[config.mk]
export PLATFORM = sky130hd
export DESIGN_NAME = mprj_wb_timeout_bridge
export DESIGN_NICKNAME = d
export VERILOG_FILES = /design/src/rtl/mprj_wb_timeout_bridge.sv
export SDC_FILE = /design/constraint.sdc
export NUM_CORES = 1
export LEC_CHECK = 0
export BUFFER_PORTS_ARGS = -buffer_cell sky130_fd_sc_hd__buf_2
export CORE_MARGIN = 5
export CORE_UTILIZATION = 46
export DETAILED_ROUTE_END_ITERATION = 10
export GPL_ROUTABILITY_DRIVEN = 0
export PLACE_DENSITY_LB_ADDON = 0.2
export SLEW_MARGIN = 5
export SYNTH_ARGS = -nofsm -noshare
export SYNTH_HDL_FRONTEND = slang
export SYNTH_SLANG_ARGS = --single-unit
[constraint.sdc]
create_clock -name core_clk -period 4.4 [get_ports core_clk]
set_clock_uncertainty 0.05 [all_clocks]
set_input_delay 0.22 -clock core_clk [delete_from_list [all_inputs] [get_ports core_clk]]
set_output_delay 0.22 -clock core_clk [all_outputs]
set_load 0.005 [all_outputs]
[src/rtl/mprj_wb_timeout_bridge.sv]
// Registered Wishbone bridge from the management core's user-project bus to the user project.
// Every management access terminates: a user ack that is missing, or gated off by wb_iena_i,
// is replaced by an error ack carrying ERR_DATA after TIMEOUT_CYCLES edges in REQ.
// Timeouts set a sticky flag (cleared by to_clr_i) and bump a saturating 8-bit event counter.
//
// Ports:
//   core_clk, core_rst          clock, asynchronous active-high reset
//   m_cyc_i .. m_dat_i          master request (cyc, stb, we, sel, adr, write data)
//   m_ack_o, m_dat_o            one-cycle ack pulse and read data to the master
//   wb_iena_i                   user return enable; gates s_ack_i / s_dat_i
//   s_cyc_o .. s_dat_o          registered request toward the user project
//   s_ack_i, s_dat_i            user ack and read data
//   to_clr_i                    clears timeout_flag_o
//   timeout_flag_o              sticky timeout indicator
//   timeout_cnt_o               saturating timeout count, cleared only by reset
module mprj_wb_timeout_bridge #(
  parameter int unsigned TIMEOUT_CYCLES = 64,
  parameter logic [31:0] ERR_DATA       = 32'hDEAD_BEEF
) (
  input  logic        core_clk,
  input  logic        core_rst,
  input  logic        m_cyc_i,
  input  logic        m_stb_i,
  input  logic        m_we_i,
  input  logic [3:0]  m_sel_i,
  input  logic [31:0] m_adr_i,
  input  logic [31:0] m_dat_i,
  output logic        m_ack_o,
  output logic [31:0] m_dat_o,
  input  logic        wb_iena_i,
  output logic        s_cyc_o,
  output logic        s_stb_o,
  output logic        s_we_o,
  output logic [3:0]  s_sel_o,
  output logic [31:0] s_adr_o,
  output logic [31:0] s_dat_o,
  input  logic        s_ack_i,
  input  logic [31:0] s_dat_i,
  input  logic        to_clr_i,
  output logic        timeout_flag_o,
  output logic [7:0]  timeout_cnt_o
);

  localparam int unsigned CntW = $clog2(TIMEOUT_CYCLES);
  // REQ exits when the counter holds this value, so it never wraps.
  localparam logic [CntW-1:0] CntMax = CntW'(TIMEOUT_CYCLES - 1);

  typedef enum logic [1:0] {StIdle, StReq, StAck, StGuard} state_e;

  state_e          state_q, state_d;
  logic [CntW-1:0] cnt_q, cnt_d;
  logic            req_q, req_d;
  logic            ack_q, ack_d;
  logic [31:0]     rdat_q, rdat_d;
  logic            we_q, we_d;
  logic [3:0]      sel_q, sel_d;
  logic [31:0]     adr_q, adr_d;
  logic [31:0]     wdat_q, wdat_d;
  logic            flag_q, flag_d;
  logic [7:0]      tcnt_q, tcnt_d;

  always_comb begin
    state_d = state_q;
    cnt_d   = cnt_q;
    req_d   = req_q;
    ack_d   = 1'b0;
    rdat_d  = rdat_q;
    we_d    = we_q;
    sel_d   = sel_q;
    adr_d   = adr_q;
    wdat_d  = wdat_q;
    // A timeout below overrides this, so a set on the clear edge wins.
    flag_d  = to_clr_i ? 1'b0 : flag_q;
    tcnt_d  = tcnt_q;

    unique case (state_q)
      StIdle: begin
        if (m_cyc_i && m_stb_i) begin
          we_d    = m_we_i;
          sel_d   = m_sel_i;
          adr_d   = m_adr_i;
          wdat_d  = m_dat_i;
          req_d   = 1'b1;
          cnt_d   = '0;
          state_d = StReq;
        end
      end
      StReq: begin
        // Priority: valid user ack, then master abort, then timeout.
        if (s_ack_i && wb_iena_i) begin
          rdat_d  = s_dat_i;
          req_d   = 1'b0;
          ack_d   = 1'b1;
          state_d = StAck;
        end else if (!m_cyc_i) begin
          req_d   = 1'b0;
          state_d = StIdle;
        end else if (cnt_q == CntMax) begin
          rdat_d  = ERR_DATA;
          req_d   = 1'b0;
          ack_d   = 1'b1;
          flag_d  = 1'b1;
          if (tcnt_q != 8'd255) begin
            tcnt_d = tcnt_q + 8'd1;
          end
          state_d = StAck;
        end else begin
          cnt_d = cnt_q + CntW'(1);
        end
      end
      StAck: begin
        state_d = StGuard;
      end
      StGuard: begin
        // Master releases stb during this cycle; it is not sampled here.
        state_d = StIdle;
      end
      default: begin
        state_d = StIdle;
      end
    endcase
  end

  always_ff @(posedge core_clk or posedge core_rst) begin
    if (core_rst) begin
      state_q <= StIdle;
      cnt_q   <= '0;
      req_q   <= 1'b0;
      ack_q   <= 1'b0;
      rdat_q  <= '0;
      we_q    <= 1'b0;
      sel_q   <= '0;
      adr_q   <= '0;
      wdat_q  <= '0;
      flag_q  <= 1'b0;
      tcnt_q  <= '0;
    end else begin
      state_q <= state_d;
      cnt_q   <= cnt_d;
      req_q   <= req_d;
      ack_q   <= ack_d;
      rdat_q  <= rdat_d;
      we_q    <= we_d;
      sel_q   <= sel_d;
      adr_q   <= adr_d;
      wdat_q  <= wdat_d;
      flag_q  <= flag_d;
      tcnt_q  <= tcnt_d;
    end
  end

  assign m_ack_o        = ack_q;
  assign m_dat_o        = rdat_q;
  assign s_cyc_o        = req_q;
  assign s_stb_o        = req_q;
  assign s_we_o         = we_q;
  assign s_sel_o        = sel_q;
  assign s_adr_o        = adr_q;
  assign s_dat_o        = wdat_q;
  assign timeout_flag_o = flag_q;
  assign timeout_cnt_o  = tcnt_q;

endmodule

==> results of run 1 <==
## cell families (layout without fill, tap and decap cells)
| kind of cell | after synthesis | after routing | synth area share, % |
|---|---|---|---|
| XOR/XNOR | 5 | 5 | 0.9441 |
| multiplexers | 2 | 2 | 0.4855 |
| AO/OA/AOI/OAI | 52 | 52 | 9.037 |
| buffers and inverters | 31 | 366 | 3.048 |
| AND/OR/NAND/NOR | 242 | 242 | 21.20 |
| adder cells (fa/ha/maj) | 2 | 2 | 0.5394 |
| flip-flops | 120 | 120 | 64.74 |
## worst min-delay path by stage
stage                    start              to  slack [ns]
floorplan             to_clr_i  timeout_flag_o        0.27
global placement      to_clr_i  timeout_flag_o        0.35
detailed placement  m_adr_i[2]      s_adr_o[2]        0.36
CTS                    s_ack_i         s_cyc_o       0.008
global route           s_ack_i         s_cyc_o        0.02
finish                 s_ack_i         s_cyc_o        0.03
## registers in the layout, indices dropped and copies added, names as in the netlist, named ones only
| register | cells |
|---|---|
| s_we_o | 1 |
| m_dat_o | 32 |
| state_q | 1 |
| timeout_cnt_o | 8 |
| s_sel_o | 4 |
| s_dat_o | 32 |
| s_adr_o | 32 |
| cnt_q | 6 |
| m_ack_o | 1 |
| timeout_flag_o | 1 |
| s_cyc_o | 1 |
## cell usage after synthesis (all sizes together)
cell type and instances:
nand2 211, dfrtp 120, o22a 24, clkbuf 19, a22o 8, inv 8
nand3 8, o21ai 7, nor2 5, xor2 5, a21oi 4, buf 4
and2 3, nand4 3, o211ai 3, o31ai 3, ha 2, mux2 2
nand2b 2, nor3 2, nor4 2, a21boi 1, a2bb2oi 1, a31oi 1
and2b 1, and3 1, and4 1, nor3b 1, or3 1, or4 1
## per-stage QoR
| stage | util [%] | instances |
|---|---|---|
| after floorplan | - | 454 |
| after global placement | 59.35 | 787 |
| after detailed placement | 59.35 | 787 |
| after CTS | 75.59 | 922 |
| after global routing | 75.59 | 922 |
| final | 75.59 | 922 |
## report_power, final
group          switching [W]  internal, W  leakage [nW]
clock network       0.000454     0.000826         0.270
logic               0.000673     0.000669          2.22
registers           0.000259      0.00157          1.48
total                0.00139      0.00307          3.97
## metal layers
metal  share of wire (%)  up-vias  track usage, %  wire length [um]
met1                  41     2096           27.66              5587
li1                    -     2125               -                 -
met3                 7.5       15           8.534              1035
met4                 1.1        0           6.979               156
met5                   0        -               0                 0
met2                  51      174           39.36              6944
## layout make-up
| cell class | instances | area share (%) |
|---|---|---|
| Tap cell | 133 | 2.242 |
| Inverter | 8 | 0.4720 |
| Clock inverter | 9 | 1.349 |
| Clock buffer | 22 | 6.102 |
| Multi-Input combinational cell | 303 | 20.21 |
| Timing Repair Buffer | 327 | 29.16 |
| Sequential cell | 120 | 40.46 |
## worst max-delay path: cells and delay by family, from the launching register on
kind	cells	cell delay [ns]
simple gates	2	0.65
compound gates	2	0.43
flops	1	0.40
fa+ha+maj	1	0.25
buf+inv	1	0.20
==> results summary, run 1 <==
The number of input and output port buffers inserted came out at 220. The floorplan die height is ~110 um. The total wire length came out at ~14000 um. The DRC violation count after routing is 0. The top achievable clock speed came out at 474.2 MHz. TritonCTS built the clock tree. The clock period minus worst slack came out at between 2 and 2.5 ns. The final hold slack is just over 0.03 ns. The number of different library cells in the post-synthesis netlist came out at 34. In this run the worst setup path terminates at m_dat_o[5].

The worst setup path is launched from a flop. The number of global-route vias before repair came out at around 4700. The library cell used most frequently in the layout, excluding fill and tap cells, is buf_2. The worst setup path is captured at a flop. Of all nets on the critical path, the largest fanout is 25.

The sum of net half-perimeters after detailed placement is 8414 um. The worst IR drop on VDD is ~0.00036 V. The floorplan has 36 rows. The final instance area is 7422 um^2. The pin count of the biggest net entering global routing came out at 90.

The layout net count came out at roughly 890. The area taken by multi-input logic gates came out at between 1500 and 2000 um^2. The global-route congestion overflow total is 0. The worst pin sits at a relative slew slack of a little under a third. The initial antenna violation count is 0. The largest total area in the synthesized netlist belongs to dfrtp_1.

The slew of the pin with the lowest slew margin came out at 1.042 ns. The area occupied by registers is roughly 3000 um^2. The final cycle utilization of the critical path is roughly 48%.

The area growth from synthesis to final layout is 60.02%. The power density over cell area came out at about 600 nW/um^2. The post-synthesis instance total came out at between 400 and 500. The sequential area share after synthesis came out at ~65%. By area the synthesized netlist is led by dfrtp_1, nand2_1, o22a_1. Summing all placed instances gives a cell area of slightly below 6000 um^2. The count of endpoints failing setup in the final report came out at 0. The detailed-route via count came out at 4410. The post-CTS setup buffer count is 0. The count of pins over their slew limit came to 0. The mean number of vias per cell came out at ~4.8. The starting DRC count in detailed routing came out at 170. The final critical-path setup slack came out at between 2 and 2.5 ns.

The post-cts hold buffer count is about 100. The wire length of the first global-routing pass came out at about 23000 um. The cell with the biggest individual delay on the critical path is dfrtp_1. Setup repair after global routing left no endpoint under its margin.

The data required time of the critical path is 4.72 ns. The startpoint identified for the worst register-to-register timing path is cnt_q[0]. The count of clock tree sinks is 120.

The number of gates given a new drive strength after cts came out at 0. The endpoint identified for the worst register-to-register timing path is m_dat_o[5]. The synthesized netlist occupies a cell area of 4638 um^2. The final-report hold violation count came out at 0.

The path class of the tightest hold or removal check is input pin to flop. TritonCTS created 17 clock buffers. Global routing used between 20% and 30% of the available tracks. The area enclosed by the die boundary is 12190 um^2. The arrival time at the worst endpoint came out at ~2.4 ns. The wire length per cell after detailed routing is between 10 and 15 um. The number of inserted diodes came out at 0.

Counting every net in the synthesized netlist gives 564. The maximum number of buffers from clock root to sink is 2. The tree is rooted in a clkbuf_8. The clock latency of the later-clocked register in the worst-skew pair came out at 0.50 ns. The count of maximum capacitance violations is 0. The register bit count reported by yosys is 120. A synthesized cell averages just over 10 um^2. The CTS H-tree depth came out at 4. The Yosys step of the flow raised 0 warnings. The number of fillers in the final layout is approximately 660. The fraction of layout cells with a size suffix above 1 came out at between 30% and 40%. The total design power is roughly 0.0045 W. The worst hold path was traced through 4 stages.

Tracing the worst setup path back leads to its startpoint at cnt_q[0]. The worst setup path is of the flop to flop kind. The stage delay of the slowest cell on the critical path is about 0.40 ns.

The reg-to-reg setup timing slack came out at ~2.3 ns. The number of iterations in the first detailed-routing pass came out at 6. The fraction of post-synthesis cell area in the top cell type by area came out at between 60% and 70%. For this design the static power due to leakage is approximately 4 nW.

The starting density of the core came out at a little under half. The run finished with clean final reports. In the layout the commonest cells are buf_2, nand2_1, dfrtp_1, dlygate4sd3_1, o22a_1. The path depth of the worst reg2reg path is 6.

The core area came out at 9819 um^2. The setup slack after placement came out at between 2 and 2.5 ns. The critical path goes through ha_1, and4_1, a31oi_1, nand2b_1, inv_4, o22a_1. After routing, the total negative slack on setup checks comes to 0 ns. For this design the top-level I/O count stands at around 220. The number of antenna-violating nets in the routed design is 0. The CTS clock-pin slew for the worst setup and hold paths is 0.06 ns.

The die extent in x came out at approximately 110 um.
No activity file was read; power rests on OpenSTA's default activity.
==> inputs of run 2 (changes only) <==
Settings changed: CORE_UTILIZATION 46 to 42.
Clock period 4.4 ns to 1.9 ns, I/O delays scaled along.
==> run 2 against run 1 <==
Combinational power up 140%. Hold slack improved by 0.061 ns. Utilization fell by 5.3 points. Critical path depth shrank 1. Non-clock buffer count up 9. Critical path type unchanged. Worst setup slack got worse by 2.2 ns. Die area grew 8.6%. Sequential share of layout area decreased by 1.1 points. Fmax is 15% higher. First-iteration DRC count up 78%. Design area rose by 2.7%. Power grew 140%.
==> results summary, run 2 (same netlist as run 1, synthesis figures left out) <==
The number of placement rows came out at 38 (+5.6%). The pin count of the biggest net entering global routing was 121 (+34%). The CTS H-tree depth came out at 4 (unchanged).

The initial antenna violation count was 0 (unchanged). The slew of the pin with the lowest slew margin is 0.6392 ns (-0.4030 ns). The number of placed instances with taps included came out at 798 (+1.4%). In this run the clock root is driven by a clkbuf_8. The standby leakage power came out at 4.033 nW (+1.6%).

The floorplan die height came out at 115.1 um (+4.2%). The detailed-route via count came out at 4503 (+2.1%). The number of inserted diodes came to 0 (unchanged). The number of input and output port buffers inserted came out at 220 (unchanged). The count of clock tree sinks is 120 (unchanged).

The number of antenna-violating nets in the routed design is 0 (unchanged). The overall routing resource usage came out at 21.23% (-2.0 points). The cell with the biggest individual delay on the critical path is dlygate4sd3_1. The library cell used most frequently in the layout, excluding fill and tap cells, is buf_2. The data required time of the critical path came out at 2.23 ns (-2.49 ns).

The count of maximum capacitance violations came to 0 (unchanged). The number of global-route vias before repair was 4738 (+0.57%). The count of endpoints failing setup in the final report was 0 (unchanged). Setup repair after global routing left no endpoint under its margin.

The count of placed standard cells in the final layout, fillers left out came out at 939 (+1.8%). The number of buffers created by CTS came out at 17 (unchanged). The wire length of the first global-routing pass is 22390 um (-4.1%). In this run the worst hold path is classified as input pin to flop. The path depth of the worst reg2reg path is 5 (-1). The DRC violation count after routing came out at 0 (unchanged).

The total I/O pin count came out at 221 (unchanged). The area enclosed by the die boundary was 13240 um^2 (+8.6%). The arrival time at the worst endpoint was 2.16 ns (-0.27 ns). The stage delay of the slowest cell on the critical path came out at 0.56 ns (+0.16 ns). The core area is 10840 um^2 (+10%). The final-report hold violation count came to 0 (unchanged). The count of pins over their slew limit is 0 (unchanged). The total design power was 0.01071 W (+140%). The layout net count is 896 (+1.0%). The number of iterations in the first detailed-routing pass is 4 (-2). The maximum fanout along the worst path came to 8 (-68%). TritonCTS built the clock tree. The maximum number of buffers from clock root to sink came to 2 (unchanged). The clock latency of the later-clocked register in the worst-skew pair is 0.50 ns (about the same).

The final critical-path setup slack is 0.07059 ns (-2.221 ns). The top achievable clock speed is 546.6 MHz (+15%). The endpoint class of the critical path is a flop. The signal on the critical path passes through ha_2, and4_2, nand4_4, o21ai_0, dlygate4sd3_1. The starting density of the core was 42.79% (-4.4 points).

The CTS clock-pin slew for the worst setup and hold paths came to 0.06 ns (about the same). The flow ran to the end, and the final reports show no timing, DRC or antenna violations. The headroom to the max-slew limit came to 57.39% (+27 points). The power density over cell area came out at 1405 nW/um^2 (+130%). The starting DRC count in detailed routing is 303 (+78%). The instance count along the most critical hold path came to 4 (unchanged).

The worst setup path is of the flop to flop kind. The final setup TNS was 0 ns (unchanged). The launching element type of the critical path is a flop. The fraction of layout cells with a size suffix above 1 is 33.67% (+0.59 points). The sum of net half-perimeters after detailed placement came out at 8294 um (-1.4%). The die extent in x is 115.1 um (+4.2%). The total wire length was 13620 um (-0.76%). Compared with the post-synthesis result, the final layout area differs by 64.31%. The wire length per cell after detailed routing is 14.50 um (-2.6%).

Leaving out fill and tap cells, the most frequent cells in the layout are buf_2, nand2_1, dfrtp_1, dlygate4sd3_1, o22a_1. The clock period minus worst slack came out at 1.829 ns (-0.2794 ns). The final cycle utilization of the critical path is 96.28% (+48 points). The mean number of vias per cell is 4.796 (+0.26%). The setup slack after placement was 0.08308 ns (-2.229 ns). The worst IR drop on VDD is 0.0007615 V (+110%). The global-route congestion overflow total was 0 (unchanged).
==> run 2: changes by cell type in the layout (fill, tap and decap cells not counted), sizes merged <==
cell         delta
clkbuf          -1
inv             -1
dlygate4sd3     +5
clkinvlp        +4
bufinv          +2
buf             +4
clkinv          -3
==> run 2: worst max-delay path, delay by kind of cell (launching register included) <==
family	cells	cell delay, ns
simple gates	2	0.40
buf+inv	1	0.56
fa+ha+maj	1	0.22
flops	1	0.40
compound gates	1	0.10
==> run 2: area by class of cell <==
cell class / count / area (um^2)
clock inverters: 11 / 171.4
multi-input cells: 303 / 1504
well taps: 140 / 175.2
flip-flops and latches: 120 / 3003
repair buffers: 336 / 2282
clock buffers: 21 / 449.2
inverters: 8 / 36.28
fillers: 772 / 3219
==> run 2: metrics by stage <==
step / area, um^2 / utilization [%] / hold slack (ns)
after floorplan: 4642 / - / 0.1414
after global placement: 5906 / 54.48 / 0.2327
after detailed placement: 5906 / 54.48 / 0.2399
after CTS: 7617 / 70.27 / 0.06239
after global routing: 7621 / 70.30 / 0.09555
final: 7621 / 70.30 / 0.09205
==> run 2: final timing paths <==
path,slack (ns),from,end
setup / recovery,0.07,cnt_q[0],timeout_flag_o
setup reg to reg,0.07,cnt_q[0],timeout_flag_o
hold reg to reg,0.41,s_dat_o[17],s_dat_o[17]
max in group asynchronous,1.04,core_rst,s_adr_o[31]
hold / removal,0.09,m_cyc_i,cnt_q[4]
min in group asynchronous,0.27,core_rst,s_adr_o[3]
==> run 2: per-layer routing <==
layer / GRT usage [%] / vias to the layer above / routed length, um
met5: 0 / - / 0
met4: 8.451 / 0 / 307
met3: 7.368 / 28 / 1358
met2: 35.34 / 204 / 6651
met1: 25.29 / 2125 / 5303
li1: - / 2146 / -
==> run 2: timing repair <==
item                       CTS  global route
hold buffers               109             0
resized for setup            0             2
setup endpoints to repair    0             2
buffers inserted             0             0
hold endpoints to repair   225             0
==> run 2: where the power goes <==
part	switching, W	internal (W)	leakage, nW	total, W
registers	0.000586	0.00364	1.48	0.00422
clock network	0.00111	0.00220	0.286	0.00331
logic	0.00157	0.00161	2.27	0.00317
total	0.00326	0.00745	4.03	0.0107
